[config.mk]
export PLATFORM = sky130hd
export DESIGN_NAME = can_rx_frame_fifo
export DESIGN_NICKNAME = d
export VERILOG_FILES = /design/src/rtl/can_pkg.sv /design/src/rtl/can_frame_fifo.sv /design/src/rtl/can_rx_frame_fifo.sv
export SDC_FILE = /design/constraint.sdc
export NUM_CORES = 1
export LEC_CHECK = 0
export BUFFER_PORTS_ARGS = -buffer_cell sky130_fd_sc_hd__buf_2
export CAP_MARGIN = 40
export CORE_ASPECT_RATIO = 1.5
export CORE_MARGIN = 2
export CORE_UTILIZATION = 37
export DETAILED_ROUTE_END_ITERATION = 8
export GPL_TIMING_DRIVEN = 0
export HOLD_SLACK_MARGIN = 0.03
export SLEW_MARGIN = 15
export SYNTH_ARGS = -nofsm -noshare
export SYNTH_HDL_FRONTEND = slang
export SYNTH_SLANG_ARGS = --single-unit
[constraint.sdc]
create_clock -name ap_clk -period 4.9 [get_ports ap_clk]
set_input_delay 0.98 -clock ap_clk [delete_from_list [all_inputs] [get_ports ap_clk]]
set_output_delay 0.98 -clock ap_clk [all_outputs]
set_load 0.02 [all_outputs]
[src/rtl/can_pkg.sv]
// Shared types for the CAN receive frame path: frame entry layout and assembly states.
package can_pkg;

   localparam int CAN_ID_W    = 29;
   localparam int MAX_PAYLOAD = 8;
   localparam int LEN_W       = 4;

   typedef struct packed {
      logic [CAN_ID_W-1:0]      id;
      logic                     ide;
      logic [LEN_W-1:0]         len;
      logic                     trunc;
      logic [8*MAX_PAYLOAD-1:0] data;
   } can_frame_t;

   typedef enum logic {
      ST_IDLE    = 1'b0,
      ST_COLLECT = 1'b1
   } asm_state_t;

endpackage

[src/rtl/can_frame_fifo.sv]
// Generic first-word-fall-through FIFO; head is visible the cycle after the write.
// A write is accepted when not full or when a read happens on the same edge.
module can_frame_fifo #(
   parameter int WIDTH = 8,
   parameter int DEPTH = 4
) (
   input  logic                       i_clk,
   input  logic                       i_rst_n,
   input  logic                       i_wr_vld,
   input  logic [WIDTH-1:0]           i_wr_dat,
   input  logic                       i_rd_rdy,
   output logic [WIDTH-1:0]           o_rd_dat,
   output logic                       o_full,
   output logic                       o_empty,
   output logic [$clog2(DEPTH+1)-1:0] o_level
);

   localparam int AW = $clog2(DEPTH);
   localparam int LW = $clog2(DEPTH+1);

   logic [AW:0]      r_wr_ptr;
   logic [AW:0]      r_rd_ptr;
   logic [WIDTH-1:0] r_mem [DEPTH];
   logic             w_wr;
   logic             w_rd;

   // Extra pointer bit: equal low bits with differing MSB means full.
   assign o_empty  = (r_wr_ptr == r_rd_ptr);
   assign o_full   = (r_wr_ptr[AW] != r_rd_ptr[AW]) && (r_wr_ptr[AW-1:0] == r_rd_ptr[AW-1:0]);
   assign w_rd     = i_rd_rdy & ~o_empty;
   assign w_wr     = i_wr_vld & (~o_full | w_rd);
   assign o_rd_dat = r_mem[r_rd_ptr[AW-1:0]];
   assign o_level  = LW'(r_wr_ptr - r_rd_ptr);

   always_ff @(posedge i_clk) begin
      if (w_wr) r_mem[r_wr_ptr[AW-1:0]] <= i_wr_dat;
   end

   always_ff @(posedge i_clk or negedge i_rst_n) begin
      if (!i_rst_n) begin
         r_wr_ptr <= '0;
         r_rd_ptr <= '0;
      end else begin
         if (w_wr) r_wr_ptr <= r_wr_ptr + 1'b1;
         if (w_rd) r_rd_ptr <= r_rd_ptr + 1'b1;
      end
   end

endmodule

[src/rtl/can_rx_frame_fifo.sv]
// Assembles the can_top byte stream into frames and queues them for the AXI controller.
// Frame visible one cycle after can_rx_last; frames arriving to a full queue are dropped and counted.
module can_rx_frame_fifo
   import can_pkg::*;
#(
   parameter int MAX_BYTES  = 8,
   parameter int FIFO_DEPTH = 4,
   parameter bit MSB_FIRST  = 1'b1
) (
   input  logic                            ap_clk,
   input  logic                            ap_rst_n,
   input  logic [7:0]                      can_rx_data,
   input  logic [CAN_ID_W-1:0]             can_rx_id,
   input  logic                            can_rx_ide,
   input  logic                            can_rx_valid,
   input  logic                            can_rx_last,
   output logic                            frm_valid,
   input  logic                            frm_ready,
   output logic [CAN_ID_W-1:0]             frm_id,
   output logic                            frm_ide,
   output logic [LEN_W-1:0]                frm_len,
   output logic                            frm_trunc,
   output logic [8*MAX_BYTES-1:0]          frm_data,
   output logic [$clog2(FIFO_DEPTH+1)-1:0] fifo_level,
   output logic                            overflow,
   input  logic                            overflow_clr,
   output logic [7:0]                      drop_cnt,
   input  logic                            int_en,
   output logic                            int_wire
);

   localparam logic [LEN_W-1:0] MAX_L = LEN_W'(MAX_BYTES);

   asm_state_t          r_state;
   asm_state_t          w_state_nxt;
   logic [CAN_ID_W-1:0] r_id;
   logic                r_ide;
   logic [LEN_W-1:0]    r_cnt;
   logic                r_trunc;
   logic [7:0]          r_bytes [MAX_BYTES];
   logic [7:0]          w_bytes [MAX_BYTES];
   logic                w_append;
   logic [LEN_W-1:0]    w_base;
   logic [LEN_W-1:0]    w_len;
   logic                w_trunc;
   logic                w_commit;
   can_frame_t          w_entry;
   can_frame_t          w_rd_dat;
   can_frame_t          w_head;
   logic                w_full;
   logic                w_empty;
   logic                w_pop;
   logic                w_push;
   logic                w_drop;
   logic                r_overflow;
   logic [7:0]          r_drop_cnt;
   logic                r_int;

   always_ff @(posedge ap_clk or negedge ap_rst_n) begin
      if (!ap_rst_n) r_state <= ST_IDLE;
      else           r_state <= w_state_nxt;
   end

   always_comb begin
      w_state_nxt = r_state;
      case (r_state)
         ST_IDLE:    if (can_rx_valid && !can_rx_last) w_state_nxt = ST_COLLECT;
         ST_COLLECT: if (can_rx_last) w_state_nxt = ST_IDLE;
         default:    w_state_nxt = ST_IDLE;
      endcase
   end

   // Frame under construction including the current beat, so a commit needs no extra cycle.
   always_comb begin
      w_base   = (r_state == ST_IDLE) ? '0 : r_cnt;
      w_append = can_rx_valid && (w_base < MAX_L);
      w_len    = w_base + LEN_W'(w_append);
      w_trunc  = (r_state == ST_COLLECT) && (r_trunc || (can_rx_valid && !(r_cnt < MAX_L)));
      w_commit = can_rx_last;
      for (int k = 0; k < MAX_BYTES; k++) begin
         w_bytes[k] = r_bytes[k];
         if (w_append && (w_base == LEN_W'(k))) w_bytes[k] = can_rx_data;
      end
      w_entry       = '0;
      w_entry.id    = (r_state == ST_IDLE) ? can_rx_id  : r_id;
      w_entry.ide   = (r_state == ST_IDLE) ? can_rx_ide : r_ide;
      w_entry.len   = w_len;
      w_entry.trunc = w_trunc;
      for (int k = 0; k < MAX_BYTES; k++) begin
         for (int i = 0; i < MAX_BYTES; i++) begin
            if (MSB_FIRST ? (LEN_W'(k + i + 1) == w_len) : ((k == i) && (LEN_W'(i) < w_len)))
               w_entry.data[8*k +: 8] = w_bytes[i];
         end
      end
   end

   always_ff @(posedge ap_clk or negedge ap_rst_n) begin
      if (!ap_rst_n) begin
         r_id    <= '0;
         r_ide   <= 1'b0;
         r_cnt   <= '0;
         r_trunc <= 1'b0;
         for (int k = 0; k < MAX_BYTES; k++) r_bytes[k] <= '0;
      end else if (w_state_nxt == ST_COLLECT) begin
         if (r_state == ST_IDLE) begin
            r_id  <= can_rx_id;
            r_ide <= can_rx_ide;
         end
         r_cnt   <= w_len;
         r_trunc <= w_trunc;
         for (int k = 0; k < MAX_BYTES; k++) r_bytes[k] <= w_bytes[k];
      end
   end

   assign w_pop  = frm_valid & frm_ready;
   assign w_push = w_commit & (~w_full | w_pop);
   assign w_drop = w_commit & ~w_push;

   can_frame_fifo #(
      .WIDTH ($bits(can_frame_t)),
      .DEPTH (FIFO_DEPTH)
   ) u_fifo (
      .i_clk    (ap_clk),
      .i_rst_n  (ap_rst_n),
      .i_wr_vld (w_push),
      .i_wr_dat (w_entry),
      .i_rd_rdy (w_pop),
      .o_rd_dat (w_rd_dat),
      .o_full   (w_full),
      .o_empty  (w_empty),
      .o_level  (fifo_level)
   );

   // Head fields read as zero when nothing is queued.
   assign w_head    = w_empty ? '0 : w_rd_dat;
   assign frm_valid = ~w_empty;
   assign frm_id    = w_head.id;
   assign frm_ide   = w_head.ide;
   assign frm_len   = w_head.len;
   assign frm_trunc = w_head.trunc;
   assign frm_data  = w_head.data[8*MAX_BYTES-1:0];

   always_ff @(posedge ap_clk or negedge ap_rst_n) begin
      if (!ap_rst_n) begin
         r_overflow <= 1'b0;
         r_drop_cnt <= '0;
         r_int      <= 1'b0;
      end else begin
         if (w_drop) begin
            r_overflow <= 1'b1;
            r_drop_cnt <= overflow_clr ? 8'd1 : ((r_drop_cnt == 8'hFF) ? 8'hFF : r_drop_cnt + 8'd1);
         end else if (overflow_clr) begin
            r_overflow <= 1'b0;
            r_drop_cnt <= '0;
         end
         r_int <= int_en & (frm_valid | r_overflow);
      end
   end

   assign overflow = r_overflow;
   assign drop_cnt = r_drop_cnt;
   assign int_wire = r_int;

endmodule

## After elaboration in Yosys (flattened, before gate mapping)

Memory sizes are Yosys's and may differ from the RTL's.
Cells that the tools add are included.

- Flip-flop bits (word level): 116
- Memory bits (writable): 396
- Input bits: 45
- Output and inout bits: 113
- Memories: 1

- Add/subtract/negate cells: 5
- $lt $le $gt $ge: 2
- Eq/ne operators: 26
- Multiplexer cells: 87
- Bitwise logic cells: 13
- Reductions and logical operators: 18

Memories:

| name | depth | bits a word | read ports | clocked after memory_dff | wr ports | line | source |
|---|---|---|---|---|---|---|---|
| u_fifo.r_mem | 4 | 99 | 1 | 0 | 1 | can_frame_fifo.sv:23 | `logic [WIDTH-1:0] r_mem [DEPTH];` |

Operator list:

| cell | count |
|---|---|
| $mux 8 | 76 |
| $mux 99 | 1 |
| $eq 4x4->1 const A | 8 |
| $mux 29 | 1 |
| $eq 3x4->1 const A | 4 |
| $eq 4x3->1 const B | 4 |
| $logic_and 1x1->1 | 13 |
| $add 8x1->8 const B | 1 |
| $eq 2x4->1 const A | 2 |
| $eq 4x2->1 const B | 2 |
| $eq 8x8->1 const B | 1 |
| $lt 4x4->1 const B | 2 |
| $mux 1 | 7 |
| $add 3x1->3 const B | 2 |
| $and 1x1->1 | 6 |
| $add 4x1->4 | 1 |
| $eq 1x4->1 const A | 1 |
| $eq 4x1->1 const B | 1 |
| $logic_not 4->1 | 1 |
| $mux 4 | 1 |
| $not 1->1 | 4 |
| $eq 3x3->1 | 1 |
| $or 1x1->1 | 3 |
| $sub 3x3->3 | 1 |
| 6 further kinds | 7 |

## Depth between registers and ports, before layout

Gate-level depths: netlist (run 1).

- Depth in word-level cells: 13
- Mapped depth: 14

## By module

Synthesis (run 1) repeated with hierarchy kept, for this count alone.

- Cell total of the unflattened synthesis: 1976
- Area, all modules: 25956.1 um^2

By module, submodules not included:

| module | instances | cells an instance | area each (um^2) | seq. area each (um^2) |
|---|---|---|---|---|
| can_frame_fifo | 1 | 563 | 14717.9 | 12041.5 |
| can_rx_frame_fifo | 1 | 1413 | 11238.3 | 2752.6 |

## Worst setup path before layout (run 1)

OpenSTA, ideal clock, no wires.

- Path type: register -> register
- From: reg u_fifo.r_rd_ptr[1]
- To: mem u_fifo.r_mem[3][0] (netlist bit), enable pin
- Arrival: 4.159 ns
- Setup slack: 0.271 ns
- Stages on the path, launching flop included: 9
- Buffers on the path: 2
- Path through: dfrtp_1 -> clkbuf_1 -> clkbuf_1 -> inv_1 -> ha_1 -> nand2_1 -> nor3_1 -> nor2b_1 -> and2_1

- Word-level cells in the longest chain between the ends: 8
- Elaborated cells on any way between the ends: 13

Ends and longest elaborated chain:

| what | line | source |
|---|---|---|
| from (decl) | can_frame_fifo.sv:22 | `logic [AW:0] r_rd_ptr;` |
| from (signal assigned) | can_frame_fifo.sv:45 | `if (w_rd) r_rd_ptr <= r_rd_ptr + 1'b1;` |
| $eq 3x3->1 or $eq 2x2->1 (tied branches) | can_frame_fifo.sv:28, can_frame_fifo.sv:29 |  |
| $not 1->1 or $logic_and 1x1->1 (tied branches) | can_frame_fifo.sv:30, can_rx_frame_fifo.sv:136, can_frame_fifo.sv:29 |  |
| $and 1x1->1 or $not 1->1 (tied branches) | can_rx_frame_fifo.sv:115, can_frame_fifo.sv:31, can_rx_frame_fifo.sv:116 |  |
| $or 1x1->1 or $and 1x1->1 (tied branches) | can_rx_frame_fifo.sv:116, can_frame_fifo.sv:30 |  |
| $and 1x1->1 or $or 1x1->1 (tied branches) | can_rx_frame_fifo.sv:116, can_frame_fifo.sv:31 |  |
| $and 1x1->1 (*) | can_frame_fifo.sv:31 | `assign w_wr = i_wr_vld & (~o_full \| w_rd);` |
| $mux 1 (*) | can_frame_fifo.sv:36 | `if (w_wr) r_mem[r_wr_ptr[AW-1:0]] <= i_wr_dat;` |
| $mux 1 (implied by the code) (*) | can_frame_fifo.sv:36 |  |
| to (decl) | can_frame_fifo.sv:23 |  |

Every way passes the cells marked *; elsewhere a longest branch is shown, timed or not.

## Worst setup path after layout (run 1)

- From: reg r_state
- To: mem u_fifo.r_mem[0][34] (netlist bit) (data pin)

- Word-level cells in the longest chain between the ends: 13
- Elaborated cells on any way between the ends: 44

Ends and longest elaborated chain:

| what | line | source |
|---|---|---|
| from (decl) | can_rx_frame_fifo.sv:34 | `asm_state_t r_state;` |
| from (signal assigned) | can_rx_frame_fifo.sv:61 | `else r_state <= w_state_nxt;` |
| $mux 4 (*) | can_rx_frame_fifo.sv:75 | `w_base = (r_state == ST_IDLE) ? '0 : r_cnt;` |
| $lt 4x4->1 | can_rx_frame_fifo.sv:76 | `w_append = can_rx_valid && (w_base < MAX_L);` |
| $logic_and 1x1->1 | can_rx_frame_fifo.sv:76 |  |
| $add 4x1->4 or $logic_and 1x1->1 (tied branches) | can_rx_frame_fifo.sv:77, can_rx_frame_fifo.sv:82 |  |
| $eq 3x4->1 or $mux 8 (tied branches) | can_rx_frame_fifo.sv:91, can_rx_frame_fifo.sv:82 |  |
| $mux 8 (7 in a row) | can_rx_frame_fifo.sv:91 | `if (MSB_FIRST ? (LEN_W'(k + i + 1) == w_len) : ((k == i) && (LEN_W'(i) < w_len)))` |
| $mux 8 (*) | can_rx_frame_fifo.sv:91 |  |
| named net u_fifo.i_wr_dat[34] | can_frame_fifo.sv:10 | `input logic [WIDTH-1:0] i_wr_dat,` |

The timed path passes the listed nets; every way through them passes the cells marked *.

==> impl_results.md, run 1 <==
- Status: complete, no violations
- Ys async rst share: 0.2266
- Die Span Y: 325.1 um
- Final WL: ~110 mm
- Residual DRC count: 0
- Layout Area Growth over Synthesis: 18.57%
- Core area: 67,930 um2
- Pre-Repair DR Iteration Count: 7
- Critical path fanouts, max: 10
- DIE WIDTH: 218.1 um
- Yosys warning total: 0
- CTS max path bufs: 3
- Cts hold-fix bufs: 0
- CTS tree: yes
- Max Clock Freq: about 210 MHz
- Via count: 19,750
- Slew Viols, Final: 0
- Starting DRT DRC Count: 2,181
- Port bufs: 155
- Worst-path clk slew: around 70 ps
- Critical path type: reg2reg
- Most used DFF post-synth: edfxtp_1
- Floorplan row count: around 120
- Startpoint types: flip-flop
- First-pass GRT wire length: 152.8 mm
- Largest net degree at the start of global routing: 73
- Mean area per synthesized cell: about 13 um2
- CP startpoint: r_state
- Pleak: 10.85 nW
- Final Hold Fails: 0
- RR Startpoint: r_state
- Mapped Cells: 1,941
- Slew @ Worst Pin: 993.4 ps
- Synthesized Nets: 1,997
- Worst slew margin: 0.3247
- Worst Path Arrival: 5110 ps
- Period utilisation layout: 0.9716
- Die ar.: around 71,000 um2
- Register-to-register setup slack: about 140 ps
- Synthesized area: ~25,000 um2
- Placed cells: 3,062
- Setup_tns: 0 ps
- Worst r2r dst: u_fifo.r_mem[0][34]
- Worst Setup EP: u_fifo.r_mem[0][34]
- Unique masters post-synth: 92
- Total grt overflow: 0
- Final setup viols: 0
- Hpwl dp: 81.15 mm
- Fin crit period: approximately 4800 ps
- Vias in the first global route: 19,860
- Max Cap Viol: 0
- CTS Buf Count: 50
- Layout net count: 2,282
- H-tree levels: 2
- CP endpoint kind: flip-flop
- Via/cell ratio: 6.251
- Initial antenna violation count: 1
- Initial Util: 0.3744
- Clock net sink count: 512
- Worst Skew: 39.75 ps
- Finished Layout Cells: 3,159
- I/O pin total: 158
- Routed len/inst: 34.46 um
- Routed Antenna Nets: 0
- Post-synthesis sequential area ratio: 0.5817
- Number of synthesized flops with an enable pin: 396
- Seq cells post-synth: 512
- RSZ-0062 raised after global routing: no
- Root Buffer: clkbuf_16
- GP Congestion: approximately 1.1
- Total global-route track usage: 0.3068
- Hold WC Path Type: in2async
- Cell Pwr Density: 549.2 nW/um2
- Worst vdd ir: between 0.4 and 0.5 mV
- Share of cells above drive strength 1: 0.2872
- Reg2reg path depth: 14
- WP data required: 5250 ps
- Fillers: about 6,300
- ANT cells: 0
- Skew-Pair Late Insertion Delay: 640 ps
==> through the flow <==
| step | total power (W) | worst slack [ps] | hold WS, ps | utilization | area, um2 |
|---|---|---|---|---|---|
| 2_1_floorplan | 0.01011 | 270.8 | 440.3 | - | 25430 |
| 3_3_place_gp | 0.01259 | -2738 | 459.1 | 0.4023 | 27320 |
| 3_5_place_dp | 0.01281 | -765.7 | 464.3 | 0.4160 | 28250 |
| 4_1_cts | 0.01670 | 4.140 | 246.3 | 0.4412 | 29970 |
| 5_1_grt | 0.01726 | 17.74 | 259.8 | 0.4439 | 30150 |
| 6_report | 0.01656 | 139.4 | 254.9 | 0.4439 | 30150 |
==> timing repair <==
| item | in CTS | in global routing |
|---|---|---|
| pin swaps | 1 | 0 |
| setup endpoints to repair | 306 | 241 |
| setup buffers | 1 | 3 |
| gates resized for setup | 29 | 39 |
==> final cells by class <==
type / count / area [um2] / share of cell area
inverter: 12 / 45.04 / 0.001494
sequential: 512 / 14790 / 0.4906
multi-input combinational: 1267 / 10160 / 0.3369
buffer: 147 / 676.9 / 0.02245
clock buffer: 67 / 1375 / 0.04560
tap: 892 / 1116 / 0.03701
timing repair buffer: 236 / 1738 / 0.05763
clock inverter: 26 / 249.0 / 0.008257
==> worst max-delay path, stage by stage (launching register included) <==
cell and delay, ps:
dfrtp_1 430, buf_4 250, clkbuf_2 280, clkbuf_2 340, a21oi_1 120, ha_1 270
ha_1 250, and2_1 220, o211a_1 150, buf_4 180, o21ai_2 360, buf_2 490
buf_2 440, o221ai_1 180, a31oi_1 460
==> cell usage after synthesis, types with 4 or more instances <==
library cell,n,area [um2]
a2111oi_0,6,52.55
a211oi_1,21,157.7
a21boi_0,4,30.03
a21o_1,9,67.56
a21oi_1,88,440.4
a221o_1,5,50.05
a221oi_1,17,148.9
a222oi_1,6,60.06
a22o_1,6,52.55
a22oi_1,29,217.7
a2bb2oi_1,4,35.03
a311oi_1,6,52.55
a31oi_1,13,81.33
a32o_1,4,40.04
and2_1,124,775.7
and3_1,6,37.54
and3b_1,5,43.79
buf_1,15,56.30
buf_2,29,145.1
buf_4,7,52.55
buf_6,4,45.04
clkbuf_1,95,356.6
dfrtp_1,116,2903
edfxtp_1,396,11890
ha_1,10,125.1
inv_1,11,41.29
mux2_2,90,1013
mux2i_1,38,380.4
mux2i_2,7,96.34
mux4_2,100,2252
nand2_1,160,600.6
nand3_1,34,170.2
nand3b_1,4,30.03
nor2_1,87,326.6
nor2b_1,6,37.54
nor3_1,39,195.2
o211ai_1,8,60.06
o21ai_0,122,610.6
o21ai_1,11,55.05
o221ai_1,36,315.3
o22ai_1,68,425.4
o31ai_1,8,60.06
o32ai_1,5,43.79
xnor2_1,8,70.07
==> state kept, by name (all words and copies together), names as in the netlist, 3 cells and up <==
signal,flops
r_id,29
u_fifo.r_mem,396
r_bytes,64
r_cnt,4
u_fifo.r_wr_ptr,3
drop_cnt,8
u_fifo.r_rd_ptr,3
==> logic make-up (layout without fill, tap and decap cells) <==
group                    after synthesis  in the layout  synth area share
multiplexers                         237            237            0.1483
AO/OA/AOI/OAI                        515            515            0.1358
XOR/XNOR                               9              9          0.003100
flip-flops                           512            512            0.5817
AND/OR/NAND/NOR                      495            495           0.09781
buffers and inverters                162            488           0.02755
adder cells (fa/ha/maj)               11             11          0.005707
==> worst min-delay path by stage <==
stage / end / from
2_1_floorplan: r_bytes[47] / r_bytes[47]
4_1_cts: r_bytes[11] / ap_rst_n
3_5_place_dp: r_bytes[47] / r_bytes[47]
6_report: r_bytes[11] / ap_rst_n
5_1_grt: r_bytes[11] / ap_rst_n
3_3_place_gp: r_bytes[30] / r_bytes[30]
==> placed cells by master, fill, tap and decap left out, types with 26 or more instances in the layout <==
cell,synthesis,layout
a21oi_1,88,83
a22oi_1,29,26
and2_1,124,120
buf_2,29,191
buf_4,7,28
buf_6,4,40
clkbuf_1,95,83
clkbuf_16,0,50
dfrtp_1,116,116
edfxtp_1,396,396
mux2_2,90,90
mux2i_1,38,34
mux4_2,100,100
nand2_1,160,159
nand3_1,34,34
nor2_1,87,85
nor3_1,39,37
o21ai_0,122,120
o221ai_1,36,35
o22ai_1,68,64
==> routing by layer <==
layer | wire length [um] | vias to the layer above | track usage
met3 | 7640 | 371 | 0.05778
met4 | 8783 | 2 | 0.1977
met2 | 52130 | 1067 | 0.5030
met1 | 40300 | 10100 | 0.3684
li1 | - | 8208 | -
met5 | 13 | - | 0
==> power by group <==
group / internal [W] / leakage (nW) / total (W) / switching, W
clock network: 0.00215 / 0.794 / 0.00388 / 0.00173
logic: 0.00255 / 4.84 / 0.00676 / 0.00421
registers: 0.00567 / 5.21 / 0.00593 / 0.000261
No activity file was read; power rests on OpenSTA's default activity.
==> run 2, diff against run 1 <==
==> constraint.sdc (replaced) <==
create_clock -name ap_clk -period 4.9 [get_ports ap_clk]
set_input_delay 0.98 -clock ap_clk [delete_from_list [all_inputs] [get_ports ap_clk]]
set_output_delay 0.98 -clock ap_clk [all_outputs]
set_load 0.005 [all_outputs]
==> run 2 against run 1 <==
Sequential share of layout area about the same. Maximum frequency grew 0.54%. Clock power hardly changed. Register-to-register slack improved by 30 ps. Wire length shrank 0.10%. Clock skew is 6.0 ps lower. Critical path type unchanged.
==> impl_results.md, run 2 (synthesis gave the netlist of run 1 again) <==
- Sw frac: 0.3353
- Total global-route track usage: 0.3068
- RSZ-0062 raised after global routing: no
- Net Sw Power: 0.005219 W
- Worst Path Arrival: approximately 5000 ps
- Layout net count: roughly 2,300
- Floorplan row count: between 100 and 150
- DP Area: 28,250 um2
- Logic pwr share: 0.370
- Via/cell ratio: about 6.3
- Pleak: 10.85 nW
- Critical path fanouts, max: 10
- Port bufs: 155
- Period utilisation layout: 0.9663
- Total grt overflow: 0
- Worst-path clk slew: roughly 70 ps
- Routed len/inst: around 34 um
- Design Area, Final: 30,160 um2
- Worst vdd ir: 0.4022 mV
- Cell Pwr Density: just over 500 nW/um2
- Largest net degree at the start of global routing: 73
- Vias in the first global route: about 20,000
- H-tree levels: 2
- Placed cells: 3,062
- Layout Area Growth over Synthesis: 18.58%
- WP data required: between 5000 and 6000 ps
- GP Congestion: ~1.1
- Final setup viols: 0
- Initial antenna violation count: 1
- Critical path type: reg2reg
- Skew-Pair Late Insertion Delay: ~630 ps
- ANT cells: 0
- First-pass GRT wire length: 152.8 mm
- Met2 WL: 52.04 mm
- CTS max path bufs: 3
- Share of cells above drive strength 1: 0.2870
- CP endpoint kind: flip-flop
- Hold WC Path Type: in2async
- Hpwl dp: between 80 and 90 mm
- Status: complete, no violations
- Final Hold Fails: 0
- Sequential power share: 0.381
- Wire length on met1: between 40 and 50 mm
- Root Buffer: clkbuf_16
- Die Span Y: 325.1 um
- Clock net sink count: 512
- CTS Buf Count: 50
- Max Cap Viol: 0
- Worst Skew: approximately 34 ps
- Max Clock Freq: 211.2 MHz
- Clock power frac: 0.249
- Slew @ Worst Pin: 948.2 ps
- Starting DRT DRC Count: 2,095
- Commonest non-fill, non-tap cell in the layout: edfxtp_1
- Finished Layout Cells: 3,160
- Routed Antenna Nets: 0
- Core area: 67,930 um2
- Place WS: -765.7 ps
- Residual DRC count: 0
- Internal Power: roughly 0.010 W
- Final WS setup: 164.9 ps
- I/O pin total: ~160
- DIE WIDTH: 218.1 um
- Slew Viols, Final: 0
- CTS tree: yes
- Startpoint types: flip-flop
- Initial Util: 0.3744
- Pre-Repair DR Iteration Count: 6
- Fin crit period: 4735 ps
- Die ar.: 70,890 um2
- Most frequent cells in the layout: edfxtp_1, buf_2, nand2_1, and2_1, o21ai_0
- DR WL met3: about 7.5 mm
- Top Metal Used: met5
- Max FFs per register: 396
- Worst slew margin: 0.3553
- Final WL: roughly 110 mm
- Via count: about 20,000
-- run 2: changes by cell type in the layout (fill, tap and decap cells not counted), sizes merged --
cell and delta:
clkbuf +1
-- run 2: through the flow --
step             util  power, W  hold WS [ps]  TNS [ps]
2_1_floorplan       -  0.009128         440.3         0
3_3_place_gp   0.4023   0.01160         459.1  -1352900
3_5_place_dp   0.4160   0.01182         464.3   -109690
4_1_cts        0.4412   0.01570         246.3         0
5_1_grt        0.4440   0.01627         259.8         0
6_report       0.4440   0.01557         248.8         0
-- run 2: metal layers --
| metal | track usage | vias up |
|---|---|---|
| met3 | 0.05778 | 361 |
| met4 | 0.1977 | 2 |
| met5 | 0 | - |
| met1 | 0.3684 | 10140 |
| met2 | 0.5030 | 1059 |
| li1 | - | 8215 |
-- run 2: power by group through the flow --
stage               Clock, W  Sequential, W  Combinational, W
CTS                  0.00394        0.00593           0.00583
global route         0.00410        0.00600           0.00617
detailed placement         0        0.00602           0.00580
floorplan                  0        0.00599           0.00313
finish               0.00388        0.00593           0.00576
global placement           0        0.00611           0.00549
-- run 2: worst max-delay path, stage by stage (launching register included) --
cell       delay (ps)
dfrtp_1           430
buf_4             250
clkbuf_2          280
clkbuf_2          340
a21oi_1           120
ha_1              270
ha_1              420
clkbuf_2          240
nor2_1            470
buf_6             230
nand2_2           280
o22ai_1           630
a2111oi_0         190
a21oi_1           330
-- run 2: cell type report --
cell class / count / area, um2
fill: 6264 / 37770
sequential: 512 / 14790
multi-input combinational: 1267 / 10160
timing repair buffer: 236 / 1738
clock buffer: 67 / 1375
tap: 892 / 1116
buffer: 148 / 680.7
clock inverter: 26 / 249.0
inverter: 12 / 45.04
-- run 2: what timing repair did --
item / CTS / global route
setup endpoints to repair: 296 / 240
hold buffers: 0 / 0
setup buffers: 1 / 3
resized for setup: 29 / 39
pin swaps: 1 / 0
-- run 2: final timing paths --
path / startpoint / to / slack (ps) / cells past startpoint
max in group asynchronous: ap_rst_n / r_id[10] / 3810 / 2
hold / removal: ap_rst_n / r_bytes[11] / 250 / 1
setup / recovery: r_state / u_fifo.r_mem[3][20] / 160 / 13
setup reg to reg: r_state / u_fifo.r_mem[3][20] / 160 / 13
min in group ap_clk: r_bytes[60] / r_bytes[60] / 490 / 2
hold reg to reg: r_bytes[60] / r_bytes[60] / 490 / 2
